## src/rtl/ifid_pipe_reg.sv

```systemverilog
// IF/ID pipeline register: two-entry skid buffer (main + skid) with registered
// ready, synchronous flush, and saturating stall/flush event counters.
module ifid_pipe_reg #(
    parameter int unsigned       INST_W   = 16,
    parameter int unsigned       PC_W     = 16,
    parameter logic [INST_W-1:0] NOP_INST = '0,
    parameter int unsigned       CNT_W    = 16
) (
    input  logic              clk,
    input  logic              rst_n,
    input  logic              in_valid,
    output logic              in_ready,
    input  logic [INST_W-1:0] inst_in,
    input  logic [PC_W-1:0]   pc_in,
    output logic              out_valid,
    input  logic              out_ready,
    output logic [INST_W-1:0] inst_out,
    output logic [PC_W-1:0]   pc_out,
    input  logic              flush,
    output logic [CNT_W-1:0]  stall_cnt,
    output logic [CNT_W-1:0]  flush_cnt
);

    logic              main_valid_q, main_valid_d;
    logic [INST_W-1:0] main_inst_q, main_inst_d;
    logic [PC_W-1:0]   main_pc_q, main_pc_d;
    logic              skid_valid_q, skid_valid_d;
    logic [INST_W-1:0] skid_inst_q, skid_inst_d;
    logic [PC_W-1:0]   skid_pc_q, skid_pc_d;
    logic [CNT_W-1:0]  stall_cnt_q, stall_cnt_d;
    logic [CNT_W-1:0]  flush_cnt_q, flush_cnt_d;

    logic accept;
    logic consume;
    logic main_free;

    // Ready depends only on the skid register, so no input reaches it combinationally.
    assign in_ready  = ~skid_valid_q;
    assign out_valid = main_valid_q;
    assign inst_out  = main_inst_q;
    assign pc_out    = main_pc_q;
    assign stall_cnt = stall_cnt_q;
    assign flush_cnt = flush_cnt_q;

    assign accept    = in_valid & ~skid_valid_q;
    assign consume   = main_valid_q & out_ready;
    assign main_free = ~main_valid_q | consume;

    // Next state of main and skid entries; flush clears both and drops any accept.
    always_comb begin
        main_valid_d = main_valid_q;
        main_inst_d  = main_inst_q;
        main_pc_d    = main_pc_q;
        skid_valid_d = skid_valid_q;
        skid_inst_d  = skid_inst_q;
        skid_pc_d    = skid_pc_q;

        if (flush) begin
            main_valid_d = 1'b0;
            main_inst_d  = NOP_INST;
            main_pc_d    = '0;
            skid_valid_d = 1'b0;
            skid_inst_d  = NOP_INST;
            skid_pc_d    = '0;
        end else if (main_free) begin
            if (skid_valid_q) begin
                // Skid holds the older entry; accept is impossible here (in_ready=0).
                main_valid_d = 1'b1;
                main_inst_d  = skid_inst_q;
                main_pc_d    = skid_pc_q;
                skid_valid_d = 1'b0;
                skid_inst_d  = NOP_INST;
                skid_pc_d    = '0;
            end else if (accept) begin
                main_valid_d = 1'b1;
                main_inst_d  = inst_in;
                main_pc_d    = pc_in;
            end else begin
                main_valid_d = 1'b0;
                main_inst_d  = NOP_INST;
                main_pc_d    = '0;
            end
        end else if (accept) begin
            // Main stays occupied; the skid is known empty because accept implies in_ready.
            skid_valid_d = 1'b1;
            skid_inst_d  = inst_in;
            skid_pc_d    = pc_in;
        end
    end

    // Saturating event counters.
    always_comb begin
        stall_cnt_d = stall_cnt_q;
        flush_cnt_d = flush_cnt_q;
        if (main_valid_q && !out_ready && (stall_cnt_q != {CNT_W{1'b1}})) begin
            stall_cnt_d = stall_cnt_q + CNT_W'(1);
        end
        if (flush && (flush_cnt_q != {CNT_W{1'b1}})) begin
            flush_cnt_d = flush_cnt_q + CNT_W'(1);
        end
    end

    // State registers with synchronous active-low reset.
    always_ff @(posedge clk) begin
        if (!rst_n) begin
            main_valid_q <= 1'b0;
            main_inst_q  <= NOP_INST;
            main_pc_q    <= '0;
            skid_valid_q <= 1'b0;
            skid_inst_q  <= NOP_INST;
            skid_pc_q    <= '0;
            stall_cnt_q  <= '0;
            flush_cnt_q  <= '0;
        end else begin
            main_valid_q <= main_valid_d;
            main_inst_q  <= main_inst_d;
            main_pc_q    <= main_pc_d;
            skid_valid_q <= skid_valid_d;
            skid_inst_q  <= skid_inst_d;
            skid_pc_q    <= skid_pc_d;
            stall_cnt_q  <= stall_cnt_d;
            flush_cnt_q  <= flush_cnt_d;
        end
    end

endmodule

```

## config.mk

```make
export PLATFORM = sky130hd
export DESIGN_NAME = ifid_pipe_reg
export DESIGN_NICKNAME = d
export VERILOG_FILES = /design/src/rtl/ifid_pipe_reg.sv
export SDC_FILE = /design/constraint.sdc
export NUM_CORES = 1
export LEC_CHECK = 0
export BUFFER_PORTS_ARGS = -buffer_cell sky130_fd_sc_hd__buf_2
export CORE_ASPECT_RATIO = 0.7
export CORE_UTILIZATION = 30
export DETAILED_ROUTE_END_ITERATION = 12
export GPL_TIMING_DRIVEN = 0
export PLACE_DENSITY_LB_ADDON = 0.3
export RECOVER_POWER = 50
export SLEW_MARGIN = 5
export SYNTH_ARGS = -nofsm -noshare
export SYNTH_HDL_FRONTEND = slang
export SYNTH_SLANG_ARGS = --single-unit
```

## constraint.sdc

```tcl
create_clock -name clk -period 3.05 [get_ports clk]
set_input_delay 0.4575 -clock clk [delete_from_list [all_inputs] [get_ports clk]]
set_output_delay 0.4575 -clock clk [all_outputs]
set_load 0.05 [all_outputs]
```

==> results.md <==
- The flow ran to the end, and the final reports show no timing, DRC or antenna violations.
- Using the TritonRoute via totals, the vias-per-cell ratio works out to 5.26.
- Buffers added to address setup during post-CTS repair amount to 0.
- The via count of the first global-routing pass is 3560.
- The worst hold path terminates at skid_inst_q[6]$_SDFFE_PP0P_.
- The cell count after synthesis is 447.
- In this run the core area contains 35 standard-cell rows.
- The path class of the tightest hold or removal check is in -> reg.
- The proportion of power drawn by flip-flops and latches is 49.1%.
- The slowest stage of the critical path is the nor3_1 cell.
- The maximum clock frequency is 510 MHz.
- The actual slew at the worst max-slew pin is 0.738 ns.
- The relative contribution of combinational cells to total power is 9.7%.
- Summed over all cells, the static leakage comes to 1.85 nW.
- Summed over all nets, the switching power comes to 0.752 mW.
- The overall power consumption is 2.70 mW.
- The initial antenna violation count is 0.
- The vias after detailed routing is 3943.
- Setup repair after global routing left no endpoint under its margin.
- The clock passes through at most 2 buffers.
- The worst endpoint data arrival time is 2.20 ns.
- The die is 100 um tall.
- The startpoint of the worst register-to-register path is flush_cnt[1]$_SDFFE_PN0P_.
- In the final layout, the multi-input gates occupy 1960 um^2.
- The final total negative setup slack is 0 ns.
- For flop-to-flop paths, the worst setup slack is 1.09 ns.
- The number of nets in the synthesized netlist is 486.
- For this design, the sink count on the clock tree is 98.
- In the routed design, unresolved DRC markers number 0.
- VDD sags by at most 0.000283 V.
- The internal power summed over all cells is 1.95 mW.
- The cell type with the highest aggregate area in the netlist is dfxtp_1.
- Entering global routing, the biggest net connects 19 pins.
- After clock tree synthesis, the flow added hold-fix buffers numbering 0.
- Averaged over all synthesized cells, the footprint is 9.22 um^2.
- The worst register-to-register path has a depth of 5.
- The final layout contains 598 nets.
- The final cycle utilization of the critical path is 64.3%.
- During synthesis, Yosys emitted a total of 0 warnings.
- The layout cell share with drive strength beyond 1 is 11.7%.
- The routed design has 12000 um of wire.
- The core region is 13300 um^2.
- The number of antenna-violating nets in the routed design is 0.
- Max-cap violations in this run came to 0.
- The startpoint-to-endpoint class of the critical path is reg -> reg.
- The CTS buffer count is 9.
- After synthesis the cells add up to 4120 um^2.
- The first-iteration detailed-routing DRC count is 213.
- The share of the synthesized area in the top cell type is 47.6%.
- For the worst setup path, the data required time is 3.28 ns.
- The overflow left after global routing is 0.
- The effective utilization at floorplan is 31.1%.
- The sequential element share of the synthesized area is 47.6%.
- Net switching is 27.9% of the power.
- The clock skew is 0.00708 ns.
- The worst flop-to-flop path endpoint is flush_cnt[12]$_SDFFE_PN0P_.
- The area of all sequential standard cells is 1960 um^2.
- After synthesis the netlist holds a flip-flop and latch count of 98.
- For this design the top-level I/O count stands at 103.
- The repair_antennas step left the layout with diodes totalling 0.
- The startpoint class of the critical path is a flop.
- The first global-routing pass estimated 19000 um of wire.
- Traced cell by cell, the critical path runs through ha_1 > nand2_1 > nor3_1 > nand3_1 > o211a_1.
- Clock-pin slew was measured on the worst setup and hold paths at 0.07 ns.
- The number of hold violations in the final report is 0.
- The detailed placer's ending HPWL is 8540 um.
- The CTS tree is built.
- The layout has 1404 filler cells.
- Together, buffers and inverters on the worst path number 0.
- The kind of end point of the critical path is a flop.
- Of all nets on the critical path, the largest fanout is 8.
- The worst path in the final design needs a cycle of 1.96 ns, including I/O delays and setup.
- In the synthesized netlist the async set-or-reset flop fraction comes to 0%.
- The die covers 14200 um^2.
- Before antenna repair, the detailed router went through 5 iterations.
- The all-layer global routing usage is 16.9%.
- Clock tree synthesis selected as its root buffer the cell clkbuf_16.
- For this design the ratio of total power to cell area is 534 nW/um^2.
- In this run, distinct cell masters in the synthesized netlist total 48.
- The number of endpoints failing setup at the final stage is 0.
- The die is 142 um wide.
- In this run the tool buffered the top-level ports with 101 buffer cells.
- The clock tree synthesis step divided the H-tree into 3 levels.
- After clock tree synthesis, the repair step resized 0 gates.
- The hold-critical path depth is 2.
- The synthesis-to-finish area growth is 22.7%.
- At the later pin of the worst-skew pair, clock insertion delay measures 0.34 ns.
- The largest stage delay on the critical path is 0.59 ns.
- The final routed wire length divided by cell count is 16.0 um.
- The hold path startpoint is inst_in[6].
- The most frequently used flop master after synthesis is dfxtp_1.
- The final max-slew violation count came to 0.
- The family of cells with the greatest summed delay on the critical path is simple AND/OR/NAND/NOR gates.
- Sorting the synthesized cells by area gives the leading types as dfxtp_1 (48%), a221oi_1 (6.8%), a22o_1 (6.8%).
- The number of flops mapped to enable cells by yosys is 0.
- Routability-driven placement finished with a final weighted congestion of 0.849.
- In this run the tightest slew margin relative to its limit is 50.4%.
- The share of total power dissipated in the clock network is 41.2%.
==> how the worst max path moves through the flow <==
stage / startpoint / endpoint / cells after the start / slack, ns
6_report: flush_cnt[1]$_SDFFE_PN0P_ / flush_cnt[12]$_SDFFE_PN0P_ / 5 / 1.09
5_1_grt: stall_cnt[0]$_SDFFE_PN0P_ / stall_cnt[0]$_SDFFE_PN0P_ / 5 / 0.95
4_1_cts: flush_cnt[0]$_SDFFE_PN0P_ / flush_cnt[12]$_SDFFE_PN0P_ / 5 / 1.11
3_5_place_dp: out_ready / skid_pc_q[7]$_SDFFE_PP0P_ / 7 / 1.09
3_3_place_gp: out_ready / stall_cnt[13]$_SDFFE_PN0P_ / 7 / 1.14
2_1_floorplan: flush_cnt[0]$_SDFFE_PN0P_ / flush_cnt[12]$_SDFFE_PN0P_ / 5 / 1.12
==> sequential cells by signal, summed over array words and instances, names as in the netlist <==
signal / flops
flush_cnt: 16
inst_out: 16
out_valid: 1
pc_out: 16
skid_inst_q: 16
skid_pc_q: 16
skid_valid_q: 1
stall_cnt: 16
==> power by group through the flow <==
stage                     sequential [mW]  clock [mW]  combinational, mW
after floorplan                      1.43           0              0.102
after global placement               1.35           0              0.267
after detailed placement             1.35           0              0.269
after CTS                            1.32        1.14              0.270
after global routing                 1.33        1.20              0.285
final                                1.32        1.11              0.262
==> metal layers <==
metal	global-route usage, %	up-vias	part of all wire [%]
met3	4.20	12	5.2
met4	4.05	0	1.0
li1	-	1943	-
met1	24.5	1892	51
met2	25.0	96	43
met5	0	-	0
==> Yosys cell counts, drive strengths merged, types with 8 or more instances <==
cell type,count
dfxtp,98
nor2,41
nand2,26
buf,15
nand3,16
nor3,38
a22o,32
a221oi,32
a21oi,15
nand4,8
o21ai,9
clkbuf,22
nand2b,8
==> cell type report <==
type / count / area share, %
timing repair buffer: 101 / 8.37
tap: 185 / 4.58
clock buffer: 9 / 4.46
inverter: 6 / 0.446
clock inverter: 7 / 1.24
sequential: 98 / 38.8
buffer: 37 / 3.24
multi-input combinational: 306 / 38.8
==> cell usage in the layout, fill, tap and decap left out, types with 15 or more instances in the layout <==
cell type,synthesis,routed
a21oi_1,15,15
a221oi_1,32,32
a22o_1,32,32
buf_2,11,43
clkbuf_1,22,91
dfxtp_1,98,98
nand2_1,26,26
nand3_1,16,16
nor2_1,41,41
nor3_1,36,37
==> through the flow <==
stage                     std cells  setup WS, ns  cell area [um^2]  utilization [%]  hold WS (ns)
after floorplan                 447          1.12              4120                -         0.442
after global placement          733          1.14              4860             36.6         0.456
after detailed placement        733          1.09              4860             36.6         0.456
after CTS                       749          1.11              5140             38.8         0.333
after global routing            749         0.950              5050             38.1         0.332
final                           749          1.09              5050             38.1         0.346
==> cells by family (layout without fill, tap and decap cells) <==
group                    Yosys count  after routing  synth area share (%)
XOR/XNOR                           1              1                 0.213
multiplexers                       5              5                  1.21
flip-flops                        98             98                  47.6
adder cells (fa/ha/maj)            2              2                 0.607
AO/OA/AOI/OAI                    125            125                  23.8
buffers and inverters             43            160                  4.62
AND/OR/NAND/NOR                  173            173                  21.9
(Power assumes the default switching activity.)
